--- config.mk ---
export PLATFORM = sky130hd
export DESIGN_NAME = mem_rd_streamer
export DESIGN_NICKNAME = d
export VERILOG_FILES = /design/src/rtl/mem_rd_streamer_pkg.sv /design/src/rtl/mem_rd_streamer_sync_fifo.sv /design/src/rtl/mem_rd_streamer.sv
export SDC_FILE = /design/constraint.sdc
export NUM_CORES = 1
export LEC_CHECK = 0
export BUFFER_PORTS_ARGS = -buffer_cell sky130_fd_sc_hd__buf_2
export CORE_UTILIZATION = 35
export CTS_CLUSTER_DIAMETER = 50
export DETAILED_ROUTE_END_ITERATION = 12
export PLACE_DENSITY = 0.53
export SYNTH_ARGS = -nofsm -noshare
export SYNTH_HDL_FRONTEND = slang
export SYNTH_HIERARCHICAL = 1
export SYNTH_SLANG_ARGS = --single-unit
export TNS_END_PERCENT = 30
--- constraint.sdc ---
create_clock -name clk -period 4.3 [get_ports clk]
set_input_delay 0.86 -clock clk [delete_from_list [all_inputs] [get_ports clk]]
set_output_delay 0.86 -clock clk [all_outputs]
set_load 0.01 [all_outputs]
--- src/rtl/mem_rd_streamer_pkg.sv ---
// mem_rd_streamer_pkg: state encodings shared by the memory-side controllers.
package mem_rd_streamer_pkg;
   typedef enum logic [1:0] {
      IDLE  = 2'd0,
      RUN   = 2'd1,
      DRAIN = 2'd2
   } state_t;
endpackage

--- src/rtl/mem_rd_streamer_sync_fifo.sv ---
// sync_fifo: first-word-fall-through buffer; push while full is accepted only alongside a pop.
module sync_fifo #(
   parameter int DATA_W = 8,
   parameter int DEPTH  = 4
) (
   input  logic                     clk,
   input  logic                     rst_n,
   input  logic                     push,
   input  logic [DATA_W-1:0]        wr_data,
   input  logic                     pop,
   output logic [DATA_W-1:0]        rd_data,
   output logic                     full,
   output logic                     empty,
   output logic [$clog2(DEPTH):0]   count
);
   localparam int PW = $clog2(DEPTH);
   localparam int CW = PW + 1;
   logic [DATA_W-1:0] mem [DEPTH];
   logic [PW-1:0]     wr_ptr, rd_ptr;
   logic              do_push, do_pop;
   assign do_pop  = pop && !empty;
   assign do_push = push && (!full || do_pop);
   always_ff @(posedge clk or negedge rst_n) begin
      if (!rst_n) begin
         wr_ptr <= '0;
         rd_ptr <= '0;
         count  <= '0;
      end else begin
         wr_ptr <= do_push ? wr_ptr + 1'b1 : wr_ptr;
         rd_ptr <= do_pop ? rd_ptr + 1'b1 : rd_ptr;
         count  <= count + CW'(do_push) - CW'(do_pop);
      end
   end
   // storage deliberately unreset; pointers alone define validity
   always_ff @(posedge clk) begin
      if (do_push) mem[wr_ptr] <= wr_data;
   end
   assign full    = count == CW'(DEPTH);
   assign empty   = count == '0;
   assign rd_data = mem[rd_ptr];
endmodule

--- src/rtl/mem_rd_streamer.sv ---
// mem_rd_streamer: reads a burst of words from memory and streams them out,
// issuing requests only while buffered plus in-flight words fit in the FIFO.
module mem_rd_streamer
   import mem_rd_streamer_pkg::*;
#(
   parameter int DATA_W     = 8,
   parameter int ADDR_W     = 8,
   parameter int FIFO_DEPTH = 4
) (
   input  logic              clk,
   input  logic              rst_n,
   input  logic              start_i,
   input  logic [ADDR_W-1:0] base_addr_i,
   input  logic [ADDR_W-1:0] len_i,
   output logic              busy_o,
   output logic              done_o,
   output logic [ADDR_W-1:0] mem_rd_addr_o,
   output logic              mem_rd_vld_o,
   input  logic [DATA_W-1:0] mem_rd_data_i,
   input  logic              mem_rd_rdy_i,
   output logic [DATA_W-1:0] m_data_o,
   output logic              m_vld_o,
   input  logic              m_rdy_i
);
   localparam int CW = $clog2(FIFO_DEPTH) + 1;
   state_t            state, state_nxt;
   logic [ADDR_W-1:0] addr, rem;
   logic              inflight, done, issue, push, pop, empty, full;
   logic [CW-1:0]     fifo_cnt;
   assign push = mem_rd_rdy_i && inflight;
   assign pop  = m_rdy_i && !empty;
   always_comb begin
      state_nxt = state;
      issue     = 1'b0;
      unique case (state)
         IDLE:    state_nxt = start_i ? RUN : IDLE;
         RUN: begin
            issue     = !full && (fifo_cnt + CW'(inflight)) < CW'(FIFO_DEPTH);
            state_nxt = (issue && rem == '0) ? DRAIN : RUN;
         end
         DRAIN:   state_nxt = (!inflight && empty) ? IDLE : DRAIN;
         default: state_nxt = IDLE;
      endcase
   end
   always_ff @(posedge clk or negedge rst_n) begin
      if (!rst_n) begin
         state    <= IDLE;
         addr     <= '0;
         rem      <= '0;
         inflight <= 1'b0;
         done     <= 1'b0;
      end else begin
         state    <= state_nxt;
         done     <= state == DRAIN && state_nxt == IDLE;
         inflight <= issue || (inflight && !push);
         if (state == IDLE && start_i) begin
            addr <= base_addr_i;
            rem  <= len_i;
         end else if (issue) begin
            addr <= addr + 1'b1;
            rem  <= rem - 1'b1;
         end
      end
   end
   sync_fifo #(.DATA_W(DATA_W), .DEPTH(FIFO_DEPTH)) u_fifo (
      .clk     (clk),
      .rst_n   (rst_n),
      .push    (push),
      .wr_data (mem_rd_data_i),
      .pop     (pop),
      .rd_data (m_data_o),
      .full    (full),
      .empty   (empty),
      .count   (fifo_cnt)
   );
   assign busy_o        = state != IDLE;
   assign done_o        = done;
   assign mem_rd_addr_o = addr;
   assign mem_rd_vld_o  = issue;
   assign m_vld_o       = !empty;
endmodule

# Word level (Yosys, flattened, before mapping)
# Memory sizes are Yosys's and may differ from the RTL's.
# Index checks and enable logic that the tools add are counted.
[totals] inputBits=29 ff_bits=27 out_inout_bits=20 memories=1 ram_bits=32
[mem_list] name="u_fifo.mem" words=4 width=8 read_ports=1 rd_clocked_by_memory_dff=0 write_ports=1 line="mem_rd_streamer_sync_fifo.sv:18" source="logic [DATA_W-1:0] mem [DEPTH];"
[classes] n_mux=11 eq_ne=3 add_sub_neg=7 magnitude_cmp=1 reduce_logical=22
[ops] op="2-to-1 mux 8 bit" count=4
[ops] op="logical AND 1 bit" count=10
[ops] op="adder 8 x 1 -> 8 bit (second input constant)" count=1
[ops] op="zero test 8 bit" count=1
[ops] op="subtractor 8 x 1 -> 8 bit (second input constant)" count=1
[ops] op="adder 3 x 1 -> 3 bit" count=2
[ops] op="case mux 2 bit (3 select lines)" count=1
[ops] op="adder 2 x 1 -> 2 bit (second input constant)" count=2
[ops] op="zero test 1 bit" count=4
[ops] op="zero test 2 bit" count=2
[ops] op="2-to-1 mux 1 bit" count=4
[ops] op="2-to-1 mux 2 bit" count=2
[ops] op="nonzero test 2 bit" count=2
[ops] op="equality test 3 bit (second input constant)" count=1
[ops] op="zero test 3 bit" count=1
[ops] op="less-than comparator 3 bit (second input constant)" count=1
[ops] op="subtractor 3 x 1 -> 3 bit" count=1
[ops] op="equality test 2 x 1 -> 1 bit (second input constant)" count=1
[ops] op="equality test 2 bit (second input constant)" count=1
[ops] op="logical OR 1 bit" count=2

# Longest topological paths before layout
# Gate-level depths: netlist of run 1.
[logic_depth] depth_word=8 depth_mapped=10 depth_no_buf=10

# Cells and area by module
# The synthesis of run 1 kept the hierarchy.
[modules_own_cells] module="sync_fifo" area_each_um2=1587.8 instances=1 seq_area_each_um2=1136.1 cells_each=78
[modules_own_cells] module="mem_rd_streamer" area_each_um2=1159.9 instances=1 seq_area_each_um2=500.5 cells_each=136

# Worst setup path before layout of run 1
# No wires, ideal clock.
[synth_path] kind="in2reg" startpoint="input port m_rdy_i" endpoint="register u_fifo.count[2]" cell_stages=9 setup_slack_ns=1.930 path_buffers=0 setup_time_ns=0.131 required_time_ns=4.169 arrival_time_ns=2.239 cell_sequence="nor2b_1 > inv_1 > a21boi_4 > a21o_2 > ha_1 > inv_1 > fa_1 > xnor2_1 > xnor2_1"
[synth_via] elab_chain_len=6
[synth_rtl] element="start, declared" line="mem_rd_streamer.sv:23" source="input logic m_rdy_i"
[synth_rtl] element="logical AND 1 bit (*)" line="mem_rd_streamer.sv:31" source="assign pop = m_rdy_i && !empty;"
[synth_rtl] element="logical AND 1 bit (*)" line="mem_rd_streamer_sync_fifo.sv:21" source="assign do_pop = pop && !empty;"
[synth_rtl] element="logical OR 1 bit" line="mem_rd_streamer_sync_fifo.sv:22" source="assign do_push = push && (!full || do_pop);"
[synth_rtl] element="logical AND 1 bit" line="mem_rd_streamer_sync_fifo.sv:22"
[synth_rtl] element="adder 3 x 1 -> 3 bit" line="mem_rd_streamer_sync_fifo.sv:31" source="count <= count + CW'(do_push) - CW'(do_pop);"
[synth_rtl] element="subtractor 3 x 1 -> 3 bit (*)" line="mem_rd_streamer_sync_fifo.sv:31"
[synth_rtl] element="end signal, assigned" line="mem_rd_streamer_sync_fifo.sv:31"
[synth_rtl] element="end, declared" line="mem_rd_streamer_sync_fifo.sv:14" source="output logic [$clog2(DEPTH):0] count"
# Mark *: on every way between the ends. The rest lies on a longest branch, timed or not.
# A chain may end at the register's enable or synchronous reset.

# Worst setup path in the final report of run 1
[layout_path] startpoint="register u_fifo.count[2]" endpoint="output port mem_rd_vld_o"
[layout_via] elab_chain_len=4 word_cells_on_any_way=6 cone_classes="add/sub (1); order compare (1); eq/ne (1); mux (1); reduce/logical (2)"
[layout_rtl] element="equality test 3 bit" line="mem_rd_streamer_sync_fifo.sv:38" source="assign full = count == CW'(DEPTH);"
[layout_rtl] element="via full" line="mem_rd_streamer.sv:28" source="logic inflight, done, issue, push, pop, empty, full;"
[layout_rtl] element="zero test 1 bit" line="mem_rd_streamer.sv:38" source="issue = !full && (fifo_cnt + CW'(inflight)) < CW'(FIFO_DEPTH);"
[layout_rtl] element="logical AND 1 bit" line="mem_rd_streamer.sv:38"
[layout_rtl] element="2-to-1 mux 1 bit" line="mem_rd_streamer.sv:35" source="unique case (state)"
[layout_rtl] element="end, declared" line="mem_rd_streamer.sv:18" source="output logic mem_rd_vld_o,"
# The timed path passes the listed nets, and every way through them passes these cells.

==> out/metrics.cfg, run 1 <==
[timing]
rsz0062_at_grt=false
finalWorstSetupSlack_ps=1590
relSlewSlack_pct=46.2
final.min_clock_period_ps=2710
fin_crit_sh_pct=63.0
maxSlewViolCount=0
hold_ws_ps=486
skew_ps=11.1
report.final.hold_viol_count=0
tns_ps=0
finalSetupViolations=0
clock.fmax_ghz=0.369
worst_slew_pin_slew_ps=806

[cts]
cts_tree=built
root_buffer=clkbuf_8
clk_pin_slew_ps=70
clock_path_buffers=2
h-tree-depth=3
cts_resized=0
clock_latency_ps=340
cts_buffers=9
cts.sinks=59
ctsHoldBuffers=0
postCtsSetupBuffers=0

[worst_hold_path]
hp-start=inflight
hold_path.class=flop to flop

[worst_setup_path]
max_stage_delay_ps=470
worst_ep_arrival_time_ps=1850
worst_ep_required_time_ps=3440
crit_path_top_delay_cell=dfrtp_1
crit_path_end_kind=primary output
crit_type=flop to primary output
worst-path-max-fanout=10
reg2reg_to=u_fifo/count[2]
crit_path_start=u_fifo/count[2]
critPathCapture=mem_rd_vld_o
rr_worst_depth=10
worst-r2r-setup-slack_ps=1970
crit_chain=nor3b_4, nor4b_1, mux2i_1, inv_2, buf_2
reg2reg_from=u_fifo/count[1]
start_kind=flop

[route]
avgRoutedWirePerCell_um=14.4
wirelength_um=5360
drc=0
drtIter0Drc=63
viasPerCell=4.94
dr_total_vias=1833
detail-route-antenna-nets=0
firstDrtPassIters=4

[floorplanning]
start_util_pct=37.1
dieArea_mm2=0.00821
core-area_mm2=0.00741
num_rows=31
die_w_um=90.6
die_h_um=90.6
io_pins=49

[cells_and_area]
syn2layout_area_growth_pct=19.6
fill_cells=709
n_antenna_cell=0
drive_above_1_share_pct=30.5
fin_area_mm2=0.00329
fin_nets=304

[logic_synthesis]
syn_area_per_cell_um2=12.8
synthSimpleGateAreaFrac_pct=16.3
synth_fa_ha_area_share_pct=3.92
synthesis.area_mm2=0.00275
synth_compound_area_share_pct=6.74
seq_area_frac_synth_pct=59.6
synth_xor_xnor_area_share_pct=2.55
synth_mux_area_share_pct=7.88
ys_seq_elements=59
ys_types=47
synth_top_family_by_area=simple AND/OR/NAND/NOR gates
syn_nets=251
synthCells=214
ys_warn_count=6

[global_route]
grt_max_degree=28
grt_pass1_vias=1705
grt_first_pass_wirelength_um=8670
gr-usage-all-layers_pct=14.1
overflow=0
antenna_found_initial=0

[status]
status=finished clean

[placement]
io_buffers=48
hpwl_um=3560
post-place-ws_ps=1740
routabilityCongestion=0.720
placed_area_mm2=0.00309

[power_and_ir_drop]
ir_drop_uv=270
finalPower_mw=2.23
leakage_nw=1.30
p_per_area_mw_per_mm2=679

[job]
drv_cap=0

==> worst min-delay path by stage <==
stage,to,slack [ps],depth (start not counted)
floorplan,done_o,440,1
global placement,done_o,480,1
detailed placement,done_o,480,1
CTS,done_o,480,1
global route,done_o,510,1
finish,done_o,490,1
==> flip-flops by register name (all words and copies together) (netlist names) <==
signal         count
done_o             1
inflight           1
mem_rd_addr_o      8
rem                8
state              2
u_fifo/count       3
u_fifo/mem        32
u_fifo/rd_ptr      2
u_fifo/wr_ptr      2
==> critical path, delay by kind of cell (launching register included) <==
family        cells  cell delay, ps
simple gates      2             510
flops             1             470
mux               1             150
buf+inv           2             380
==> routing by layer <==
metal,vias to the layer above,part of all wire [%],track usage [%]
li1,900,-,-
met1,867,46,18.6
met2,64,47,21.2
met3,2,6.5,5.89
met4,0,0.58,4.03
met5,-,0,0
==> where the power goes <==
part	total [mW]	switching [mW]	leakage, nW	internal [mW]
sequential	0.946	0.181	0.597	0.765
combinational	0.796	0.405	0.609	0.391
clock	0.489	0.224	0.0966	0.265
==> placed cells by master, fill, tap and decap left out, types with 2 or more instances in the layout <==
cell type,instances
clkbuf_8,9
edfxtp_1,32
ha_1,7
nor3_1,3
nor4_1,4
nor4b_1,2
nand3b_1,2
and2_2,2
a22oi_1,2
buf_4,2
nand2_1,14
clkinv_2,2
or4_1,2
dfrtp_1,27
o21ai_0,8
inv_1,12
xor2_1,2
nor3b_1,3
mux4_2,8
buf_2,48
nor2_1,14
and3_1,2
or3_1,6
xnor2_1,6
and2_1,4
nand3_1,16
clkinv_4,2
a31oi_1,7
==> synthesized netlist by cell type (all sizes together) <==
| cell type | n | area share, % |
|---|---|---|
| edfxtp | 32 | 35 |
| dfrtp | 27 | 25 |
| nand3 | 16 | 2.9 |
| nand2 | 14 | 1.9 |
| nor2 | 14 | 1.9 |
| inv | 13 | 1.8 |
| mux4 | 8 | 6.6 |
| o21ai | 8 | 1.5 |
| a31oi | 7 | 1.6 |
| ha | 7 | 3.2 |
| and2 | 6 | 1.5 |
| or3 | 6 | 1.4 |
| xnor2 | 6 | 1.9 |
| buf | 4 | 0.68 |
| clkbuf | 4 | 0.55 |
| nor3b | 4 | 1.5 |
| nor4 | 4 | 0.91 |
| nor3 | 3 | 0.55 |
| a22oi | 2 | 0.55 |
| and3 | 2 | 0.46 |
| mux2 | 2 | 0.96 |
| nand3b | 2 | 0.55 |
| nor4b | 2 | 0.64 |
| o31ai | 2 | 0.73 |
| or4 | 2 | 0.55 |
| xor2 | 2 | 0.64 |
| a21boi | 1 | 0.68 |
| a21o | 1 | 0.32 |
| a21oi | 1 | 0.18 |
| a221oi | 1 | 0.32 |
| a311oi | 1 | 0.32 |
| fa | 1 | 0.73 |
| mux2i | 1 | 0.36 |
| nand4 | 1 | 0.23 |
| nor2b | 1 | 0.23 |
| nor4bb | 1 | 0.36 |
| o211ai | 1 | 0.27 |
| o41ai | 1 | 0.32 |
| or2 | 1 | 0.23 |
| or2b | 1 | 0.27 |
| or3b | 1 | 0.32 |
==> cell families (layout without fill, tap and decap cells) <==
| group | after synthesis | after routing |
|---|---|---|
| flip-flops | 59 | 59 |
| AO/OA/AOI/OAI | 26 | 26 |
| buffers and inverters | 21 | 79 |
| XOR/XNOR | 8 | 8 |
| multiplexers | 11 | 11 |
| adder cells (fa/ha/maj) | 8 | 8 |
| AND/OR/NAND/NOR | 81 | 81 |
==> final cells by class <==
cell class                 instances  area, um^2  share of cell area [%]
multi-input combinational        134        1030                    31.3
timing repair buffer              50         255                    7.77
sequential                        59        1640                    49.8
tap                               99         124                    3.77
clock inverter                     7        68.8                    2.09
clock buffer                       9         124                    3.77
inverter                          13        48.8                    1.49
==> stage by stage <==
| step | utilization (%) | instances |
|---|---|---|
| CTS | 44.4 | 371 |
| finish | 44.4 | 371 |
| floorplan | - | 214 |
| detailed placement | 41.7 | 355 |
| global placement | 41.7 | 355 |
| global route | 44.4 | 371 |
Note: power is estimated with default switching activity, not from simulation.
==> inputs of run 2 (changes only) <==
--- a/config.mk
+++ b/config.mk
@@ -5,6 +5,7 @@
 export SDC_FILE = /design/constraint.sdc
 export NUM_CORES = 1
 export LEC_CHECK = 0
+export ABC_AREA = 1
 export BUFFER_PORTS_ARGS = -buffer_cell sky130_fd_sc_hd__buf_2
 export CORE_UTILIZATION = 35
 export CTS_CLUSTER_DIAMETER = 50
==> constraint.sdc (replaced) <==
create_clock -name clk -period 2.7 [get_ports clk]
set_input_delay 0.54 -clock clk [delete_from_list [all_inputs] [get_ports clk]]
set_output_delay 0.54 -clock clk [all_outputs]
set_load 0.01 [all_outputs]
==> out/metrics.cfg, run 2 <==
[global_route]
antenna_found_initial=0  ; unchanged
grt_pass1_vias=2264  ; was 1705
overflow=0  ; unchanged
grt_max_degree=28  ; unchanged
gr-usage-all-layers_pct=15.4  ; was 14.1%
grt_first_pass_wirelength_um=10500  ; was 8670 um

[worst_setup_path]
start_kind=flop  ; unchanged
worst_ep_arrival_time_ps=2210  ; was 1850 ps
cp.buffers_inverters=2  ; unchanged
crit_type=flop to flop  ; was flop to primary output
max_stage_delay_ps=560  ; was 470 ps
worst-path-max-fanout=8  ; was 10
cpLargestDelayFamily=simple AND/OR/NAND/NOR gates  ; unchanged
crit_path_end_kind=flop  ; was primary output
worst_ep_required_time_ps=2670  ; was 3440 ps
crit_path_top_delay_cell=nor2_1  ; was dfrtp_1
crit_chain=nor2_2, nand2_1, inv_1, nor2_1, inv_1, nand3_1, nand2_2, nor2_1  ; was nor3b_4, nor4b_1, mux2i_1, inv_2, buf_2

[cells_and_area]
final-seq-area_mm2=0.00164  ; unchanged
top_register=u_fifo/mem  ; unchanged
post-route-util_pct=42.5  ; was 44.4%
final_cell_mix=nand2_1, buf_2, nor2_1, inv_1, nand3_1  ; was buf_2, edfxtp_1, dfrtp_1, nand3_1
fin_nets=435  ; was 304
final_common_cell=nand2_1  ; was buf_2
multi_input_area_mm2=0.00114  ; was 0.00103 mm^2
syn2layout_area_growth_pct=15.9  ; was 19.6%
largest_reg_flops=32  ; unchanged
n_antenna_cell=0  ; unchanged
drive_above_1_share_pct=20.3  ; was 30.5%
fill_cells=812  ; was 709

[placement]
routabilityCongestion=0.799  ; was 0.720
hpwl_um=4390  ; was 3560 um
io_buffers=48  ; unchanged

[logic_synthesis]
ys_types=27  ; was 47
synthSimpleGateAreaFrac_pct=26.3  ; was 16.3%
yosys.cell_count.top_type=nand2_1  ; was edfxtp_1
ys_warn_count=6  ; unchanged
seq_area_frac_synth_pct=53.8  ; was 59.6%
synth_edf_count=32  ; unchanged
ys_async_sr_fraction_pct=45.8  ; unchanged
synth_top_cell_by_area=edfxtp_1  ; unchanged
synthesis.area_mm2=0.00304  ; was 0.00275 mm^2
synth_fa_ha_area_share_pct=3.54  ; was 3.92%
synthTopCellsByArea=edfxtp_1, dfrtp_1, nand2_1  ; was edfxtp_1, dfrtp_1, mux4_2
synth_compound_area_share_pct=6.17  ; was 6.74%
synth_top_area_share_pct=31.6  ; was 35.0%
synth_ff_type=edfxtp_1  ; unchanged
synthCells=348  ; was 214
synth_xor_xnor_area_share_pct=1.40  ; was 2.55%
synth_mux_area_share_pct=0  ; was 7.88%
synth_top_family_by_area=simple AND/OR/NAND/NOR gates  ; unchanged
syn_nets=385  ; was 251
ys_top_cells_by_count=nand2_1, inv_1, nand3_1, nor2_1, edfxtp_1  ; was edfxtp_1, dfrtp_1, nand3_1
ys_seq_elements=59  ; unchanged
syn_area_per_cell_um2=8.74  ; was 12.8 um^2

[power_and_ir_drop]
p_per_area_mw_per_mm2=1140  ; was 679 mW/mm^2
finalPower_mw=4.01  ; was 2.23 mW
leakage_nw=1.70  ; was 1.30 nW
ir_drop_uv=527  ; was 270 uV

[timing]
clock.fmax_ghz=0.446
report.final.hold_viol_count=0  ; unchanged
relSlewSlack_pct=51.9  ; was 46.2%
rsz0062_at_grt=false  ; unchanged
maxSlewViolCount=0  ; unchanged
skew_ps=9.12  ; was 11.1 ps
fin_crit_sh_pct=83.1
finalSetupViolations=0  ; unchanged
final.min_clock_period_ps=2240
tns_ps=0  ; unchanged
worst_slew_pin_slew_ps=719  ; was 806 ps

[cts]
clock_latency_ps=340  ; about the same
cts.sinks=59  ; unchanged
cts_tree=built  ; unchanged
clk_pin_slew_ps=70  ; about the same
root_buffer=clkbuf_8  ; unchanged
cts_resized=0  ; unchanged
postCtsSetupBuffers=0  ; unchanged
clock_path_buffers=2  ; unchanged
cts_buffers=9  ; unchanged
ctsHoldBuffers=0  ; unchanged
h-tree-depth=3  ; unchanged

[floorplanning]
dieArea_mm2=0.00907  ; was 0.00821 mm^2
io_pins=49  ; unchanged
start_util_pct=36.7  ; was 37.1%
die_w_um=95.2  ; was 90.6 um
core-area_mm2=0.00830  ; was 0.00741 mm^2
die_h_um=95.2  ; was 90.6 um
num_rows=33  ; was 31

[route]
drc=0  ; unchanged
wirelength_um=6150  ; was 5360 um
drtIter0Drc=105  ; was 63
detail-route-antenna-nets=0  ; unchanged
viasPerCell=4.60  ; was 4.94
firstDrtPassIters=4  ; unchanged
avgRoutedWirePerCell_um=12.1  ; was 14.4 um
dr_total_vias=2335  ; was 1833

[worst_hold_path]
hold_path.class=input pin to async pin  ; was flop to flop

[job]
drv_cap=0  ; unchanged

[status]
status=finished clean  ; unchanged

## run 2: changes by cell type after synthesis, moves of 7 or more
cell     before  now
nand2_1      14   95
inv_1        12   38
nor2_1       14   38
nand3_1      16   38
o21ai_1       0   20
mux4_2        8    0
a31oi_1       7    0
## run 2: layout make-up
class,instances,area share (%)
Inverter,41,4.44
Clock buffer,9,3.51
Tap cell,105,3.73
Sequential cell,59,46.4
Clock inverter,7,2.20
Multi-Input combinational cell,236,32.3
Timing Repair Buffer,51,7.45
## run 2: logic make-up after synthesis
family                   Yosys count
buffers and inverters             53
AO/OA/AOI/OAI                     37
XOR/XNOR                           4
flip-flops                        59
adder cells (fa/ha/maj)            8
AND/OR/NAND/NOR                  187
## run 2: final timing paths
check	start	to	slack (ps)	cells after the start
hold reg to reg	u_fifo/wr_ptr[1]	u_fifo/wr_ptr[1]	540	2
setup reg to reg	u_fifo/count[1]	u_fifo/mem[3][5]	460	8
setup / recovery	u_fifo/count[1]	u_fifo/mem[3][5]	460	8
max in group asynchronous	rst_n	rem[6]	2070	1
min in group clk	mem_rd_rdy_i	inflight	390	2
hold / removal	rst_n	mem_rd_addr_o[2]	210	1
## run 2: metal layers
metal / global-route usage [%] / part of all wire (%) / vias up
li1: - / - / 1225
met4: 6.06 / 1.3 / 0
met5: 0 / 0 / -
met1: 20.3 / 49 / 1049
met2: 23.9 / 44 / 56
met3: 4.07 / 5.2 / 5
## run 2: report_power, final
| group | switching, mW | internal [mW] |
|---|---|---|
| Clock | 0.374 | 0.432 |
| Sequential | 0.249 | 1.22 |
| Combinational | 1.10 | 0.638 |
| Total | 1.72 | 2.29 |
## run 2: per-stage QoR
| step | hold slack [ps] | cell area, um^2 | setup slack (ps) | cells |
|---|---|---|---|---|
| finish | 210 | 3530 | 456 | 508 |
| global placement | 526 | 3320 | 580 | 492 |
| detailed placement | 525 | 3320 | 460 | 492 |
| global route | 263 | 3530 | 231 | 508 |
| floorplan | 244 | 3040 | 834 | 348 |
| CTS | 230 | 3530 | 433 | 508 |
